--- src/rtl/cpu_pkg.sv ---
// Shared types and defaults for the CPU datapath blocks.
// Holds the memory-stage FSM state type and default widths.
package cpu_pkg;

  localparam int DEF_WORD_W = 8;
  localparam int DEF_ADDR_W = 5;

  typedef enum logic [1:0] {
    IDLE = 2'd0,
    WAIT = 2'd1,
    DONE = 2'd2
  } mem_state_t;

endpackage

--- src/rtl/mem_array.sv ---
// Word-addressed RAM: synchronous write port, combinational read port.
// Contents are never reset.
module mem_array
  import cpu_pkg::*;
#(
  parameter int DW = DEF_WORD_W,
  parameter int AW = DEF_ADDR_W
) (
  input  logic          clock,
  input  logic          we_i,
  input  logic [AW-1:0] addr_i,
  input  logic [DW-1:0] wdata_i,
  output logic [DW-1:0] rdata_o
);

  logic [DW-1:0] mem_q [0:(1<<AW)-1];

  // Store the write word on the rising edge when enabled
  always_ff @(posedge clock) begin
    if (we_i) begin
      mem_q[addr_i] <= wdata_i;
    end
  end

  assign rdata_o = mem_q[addr_i];

endmodule

--- src/rtl/mem_unit.sv ---
// Memory stage: MAR/MDR registers, access FSM with wait states, RAM.
// Optional stored even parity per word under `define MEM_PARITY_EN.
module mem_unit
  import cpu_pkg::*;
#(
  parameter int WORD_W      = DEF_WORD_W,
  parameter int ADDR_W      = DEF_ADDR_W,
  parameter int WAIT_CYCLES = 0
) (
  input  logic              clock,
  input  logic              n_reset,
  input  logic [WORD_W-1:0] sysbus,
  input  logic              load_MAR,
  input  logic              load_MDR,
  input  logic              MDR_bus,
  input  logic              CS,
  input  logic              R_NW,
  output logic [WORD_W-1:0] mdr_out,
  output logic              mdr_drive,
  output logic              mem_busy,
  output logic              mem_done,
  output logic              parity_err
);

`ifdef MEM_PARITY_EN
  localparam int DW = WORD_W + 1;
`else
  localparam int DW = WORD_W;
`endif

  localparam int CNT_W = (WAIT_CYCLES > 1) ? $clog2(WAIT_CYCLES) : 1;
  localparam logic [CNT_W-1:0] CNT_INIT =
    CNT_W'((WAIT_CYCLES > 0) ? WAIT_CYCLES - 1 : 0);

  mem_state_t        state_q, state_d;
  logic              rnw_q, rnw_d;
  logic [CNT_W-1:0]  cnt_q, cnt_d;
  logic [ADDR_W-1:0] mar_q;
  logic [WORD_W-1:0] mdr_q;
  logic              complete;
  logic              acc_rd;
  logic              rd_done;
  logic              wr_done;
  logic              wr_busy;
  logic [DW-1:0]     wdata;
  logic [DW-1:0]     rdata;

  // Next-state logic for the access sequencer and wait counter
  always_comb begin
    state_d  = state_q;
    rnw_d    = rnw_q;
    cnt_d    = cnt_q;
    complete = 1'b0;
    unique case (state_q)
      IDLE: begin
        if (CS) begin
          rnw_d = R_NW;
          if (WAIT_CYCLES == 0) begin
            complete = 1'b1;
            state_d  = DONE;
          end else begin
            cnt_d   = CNT_INIT;
            state_d = WAIT;
          end
        end
      end
      WAIT: begin
        if (cnt_q == '0) begin
          complete = 1'b1;
          state_d  = DONE;
        end else begin
          cnt_d = cnt_q - 1'b1;
        end
      end
      DONE: state_d = IDLE;
      default: state_d = IDLE;
    endcase
  end

  // A zero-wait access completes in IDLE, before R_NW is latched
  assign acc_rd  = (state_q == IDLE) ? R_NW : rnw_q;
  assign rd_done = complete & acc_rd;
  assign wr_done = complete & ~acc_rd;
  assign wr_busy = (state_q == WAIT) & ~rnw_q;

  // Sequencer state registers
  always_ff @(posedge clock or negedge n_reset) begin
    if (!n_reset) begin
      state_q <= IDLE;
      rnw_q   <= 1'b0;
      cnt_q   <= '0;
    end else begin
      state_q <= state_d;
      rnw_q   <= rnw_d;
      cnt_q   <= cnt_d;
    end
  end

  // MAR holds still for the duration of a wait-stated access
  always_ff @(posedge clock or negedge n_reset) begin
    if (!n_reset) begin
      mar_q <= '0;
    end else if (load_MAR && !mem_busy) begin
      mar_q <= sysbus[ADDR_W-1:0];
    end
  end

  // MDR: read data beats a bus load; a pending write keeps its data
  always_ff @(posedge clock or negedge n_reset) begin
    if (!n_reset) begin
      mdr_q <= '0;
    end else if (rd_done) begin
      mdr_q <= rdata[WORD_W-1:0];
    end else if (load_MDR && !wr_busy) begin
      mdr_q <= sysbus;
    end
  end

`ifdef MEM_PARITY_EN
  logic perr_q;

  assign wdata = {^mdr_q, mdr_q};

  // Sticky flag for a stored word whose parity no longer checks
  always_ff @(posedge clock or negedge n_reset) begin
    if (!n_reset) begin
      perr_q <= 1'b0;
    end else if (rd_done && (^rdata)) begin
      perr_q <= 1'b1;
    end
  end

  assign parity_err = perr_q;
`else
  assign wdata      = mdr_q;
  assign parity_err = 1'b0;
`endif

  mem_array #(
    .DW (DW),
    .AW (ADDR_W)
  ) u_array (
    .clock   (clock),
    .we_i    (wr_done),
    .addr_i  (mar_q),
    .wdata_i (wdata),
    .rdata_o (rdata)
  );

  assign mdr_out   = mdr_q;
  assign mdr_drive = MDR_bus;
  assign mem_busy  = (state_q == WAIT);
  assign mem_done  = (state_q == DONE);

endmodule

--- config.mk ---
export PLATFORM = sky130hd
export DESIGN_NAME = mem_unit
export DESIGN_NICKNAME = d
export VERILOG_FILES = /design/src/rtl/cpu_pkg.sv /design/src/rtl/mem_array.sv /design/src/rtl/mem_unit.sv
export SDC_FILE = /design/constraint.sdc
export NUM_CORES = 1
export LEC_CHECK = 0
export BUFFER_PORTS_ARGS = -buffer_cell sky130_fd_sc_hd__buf_2
export CAP_MARGIN = 15
export CORE_MARGIN = 2
export CORE_UTILIZATION = 56
export DETAILED_ROUTE_END_ITERATION = 7
export PLACE_DENSITY = 0.75
export SLEW_MARGIN = 0
export SYNTH_ARGS = -nofsm -noshare
export SYNTH_HDL_FRONTEND = slang
export SYNTH_SLANG_ARGS = --single-unit
export TNS_END_PERCENT = 30
--- constraint.sdc ---
create_clock -name clock -period 1.9 [get_ports clock]
set_input_delay 0.475 -clock clock [delete_from_list [all_inputs] [get_ports clock]]
set_output_delay 0.475 -clock clock [all_outputs]
set_load 0.05 [all_outputs]
==> out/metrics.csv <==
stage;metric;value;unit
routing;Iter 0 DRT Violations;727;
routing;antenna-violating nets left;0;
finish;final instance area;13600;sq um
clocking;cts bufs inserted;28;
routing;vias per cell;6.40;
placement;post-place setup slack;-0.263;ns
clocking;# clock sinks;270;
clocking;CTS tree;done;
clocking;worst skew pair latency;0.55;ns
pwr;PwrDens;1060;nW/um^2
placement;PortBufs;22;
logic_synthesis;Synth top area share;72.1;%
clocking;H-tree levels;1;
setup_path;Max stage delay on crit path;0.43;ns
finish;Area growth, synth to finish;27.9;%
routing;1st-pass router iterations;6;
sta;Slew Viols, Final;0;
global_routing;Global Route Usage Sum;25.9;%
routing;drt wl/cell;27.9;um
finish;number of nets in the final layout;741;
global_routing;vias in the first global route;6179;
logic_synthesis;Post-synth top cells;edfxtp_1, mux2i_1, nor2_1, mux4_2, o22ai_1;
setup_path;Startpoint Class;flip-flop;
setup_path;crit-path cells;buf_6, clkbuf_16, nand4bb_1, nor2_1, nor4_2, buf_4, a31oi_1;
global_routing;global route overflow;0;
logic_synthesis;Yosys cell types;39;
logic_synthesis;synthesized area per cell;18.5;sq um
clocking;Clock Path Buffers;3;
sta;worst setup margin;-0.120;ns
sta;crit share post-route;106;%
placement;Post-DP HPWL;16600;um
setup_path;Critical Path Sink Type;flip-flop;
floorplanning;I/O pin total;27;
global_routing;largest net degree at the start of global routing;27;
sta;fmax;495;MHz
logic_synthesis;#FFs+latches synth;270;
global_routing;M3 GR Usage;4.31;%
setup_path;Setup crit start;mar_q[0]$_DFFE_PN0P_;
logic_synthesis;Netlist Area Pre-Place;10700;sq um
finish;layout cell share with drive strength beyond 1;41.8;%
routing;DR vias;6284;
logic_synthesis;Post-synth top flop;edfxtp_1;
min_path;HP Start;sysbus[4];
setup_path;Reg2Reg Launch Point;mar_q[0]$_DFFE_PN0P_;
clocking;Clock Tree Root;clkbuf_16;
floorplanning;CORE AREA;18700;sq um
sta;Tmin final;2.02;ns
global_routing;met2 Usage GRT;40.7;%
setup_path;Worst path slowest cell;dfrtp_2;
setup_path;WP data arrival;2.47;ns
sta;RSZ-0062 raised after global routing;yes;
floorplanning;die height;142;um
run;Max-Cap Viols;0;
routing;Residual DRC;0;
floorplanning;die width;142;um
sta;Fin Clk Skew;0.0253;ns
logic_synthesis;top post-synthesis cells by area;edfxtp_1, mux4_2, mux2i_1;
floorplanning;# rows;50;
sta;final hold violation count;0;
placement;Placed Area;11800;sq um
logic_synthesis;number of synthesized flops with an enable pin;256;
outcome;violated checks;negative setup slack;
min_path;hold crit path type;in2reg;
setup_path;crit-path max FO;7;
floorplanning;Initial Util;57.0;%
floorplanning;die footprint;20200;sq um
sta;Setup Viol. Count Final;103;
global_routing;met1 usage;38.5;%
outcome;status;finished, violations left;
setup_path;Worst EP required;2.36;ns
global_routing;initial antenna violation count;0;
placement;dpl cells;895;
setup_path;kind of critical path;reg2reg;
pwr;worst vdd ir;1420;uV
logic_synthesis;YS warnings;0;
logic_synthesis;FFs w/ async S/R, synth;5.19;%
logic_synthesis;Yosys top cell by area;edfxtp_1;
logic_synthesis;post-synthesis cell count;575;
placement;RePlAce Congestion;0.954;
logic_synthesis;register area share after synthesis;75.4;%
global_routing;GRT busiest layer;met2;
global_routing;first-pass GRT wire length;38300;um
logic_synthesis;most frequent cell after synthesis;edfxtp_1;
routing;final wirelength;27400;um
clocking;Reg clk slew, reported paths;0.06;ns
finish;n_diodes;0;
pwr;Leakage;4.74;nW
finish;Layout Cells excl Fill;982;
## worst paths after layout
check | cells after the start | to | slack, ns
min in group asynchronous | 2 | mar_q[4]$_DFFE_PN0P_ | 0.40
setup reg to reg | 7 | mdr_out[2]$_DFFE_PN0P_ | -0.12
hold reg to reg | 2 | state_q[1]$_DFFE_PN0P_ | 0.54
max in group asynchronous | 2 | mar_q[1]$_DFFE_PN0P_ | 1.16
setup / recovery | 7 | mdr_out[2]$_DFFE_PN0P_ | -0.12
hold / removal | 2 | mar_q[4]$_DFFE_PN0P_ | 0.18
## flip-flops by register name (all words and copies together), names as in the netlist
register / flops
mdr_out: 8
state_q: 1
u_array.mem_q: 256
mar_q: 5
## metal layers
metal / vias up / routed length [um]
met5: - / 0
met4: 0 / 643
met3: 62 / 2700
met1: 3195 / 11000
li1: 2641 / -
met2: 386 / 13100
## logic make-up (layout without fill, tap and decap cells)
kind of cell / Yosys count / in the layout / synth area share [%]
multiplexers: 108 / 108 / 14.0
flip-flops: 270 / 270 / 75.4
AND/OR/NAND/NOR: 103 / 103 / 5.21
buffers and inverters: 35 / 207 / 1.72
AO/OA/AOI/OAI: 58 / 58 / 3.63
other: 1 / 2 / 0.0352
## repair_timing
action,in CTS,in global routing
hold endpoints to repair,14,0
endpoints found under the setup margin,83,252
buffers inserted,8,20
resized for setup,46,66
gates cloned,2,4
pin swaps,10,14
hold buffers,1,0
## cells in the final DEF (no fill, tap or decap), types with 3 or more instances in the layout
cell / synthesis / final
nor2_2: 0 / 9
a211oi_1: 9 / 8
nand2_1: 10 / 7
dfrtp_2: 0 / 4
dfrtp_1: 14 / 9
mux2_2: 11 / 7
a31oi_1: 8 / 6
mux2_4: 0 / 4
nor4_1: 11 / 4
nor2_1: 46 / 18
nor2_4: 0 / 19
nor4_2: 0 / 5
buf_6: 2 / 23
buf_2: 15 / 21
edfxtp_1: 256 / 256
o22ai_1: 21 / 19
clkinvlp_4: 0 / 3
a22oi_1: 6 / 3
bufinv_16: 0 / 5
or3b_4: 0 / 3
buf_12: 0 / 10
clkinv_1: 0 / 5
clkbuf_16: 0 / 33
mux4_2: 32 / 32
buf_4: 5 / 90
mux2i_2: 0 / 4
a22oi_2: 0 / 3
nor2b_1: 11 / 11
clkinv_2: 0 / 7
o21ai_0: 8 / 7
mux2i_1: 65 / 59
## worst max-delay path, delay by kind of cell (launching register included)
kind / cells / cell delay (ns)
AND/OR/NAND/NOR: 3 / 0.85
AO/OA/AOI/OAI: 1 / 0.20
flip-flops: 1 / 0.43
buffers and inverters: 3 / 0.46
## power breakdown
group          total [mW]  internal, mW  switching, mW
Combinational        1.83         0.765           1.07
Sequential           6.85          6.76         0.0959
Clock                5.72          3.46           2.27
## stage by stage
stage          TNS (ns)  power, mW  util [%]  hold WS (ns)
2_1_floorplan    -16.37       7.78         -         0.179
3_3_place_gp     -21.98       8.37      63.1         0.410
3_5_place_dp     -23.57       8.41      63.1         0.421
4_1_cts           -1.65       14.2      69.9         0.181
5_1_grt          -10.26       14.8      72.9         0.183
6_report          -4.90       14.4      72.9         0.182
## cell type report
type	count	area [sq um]
clock buffer	30	729
clock inverter	22	244
fill	1032	5070
inverter	1	3.75
multi-input combinational	271	2850
sequential	270	8050
tap	234	293
timing repair buffer	154	1470
Power figures use the tool's default switching activity.
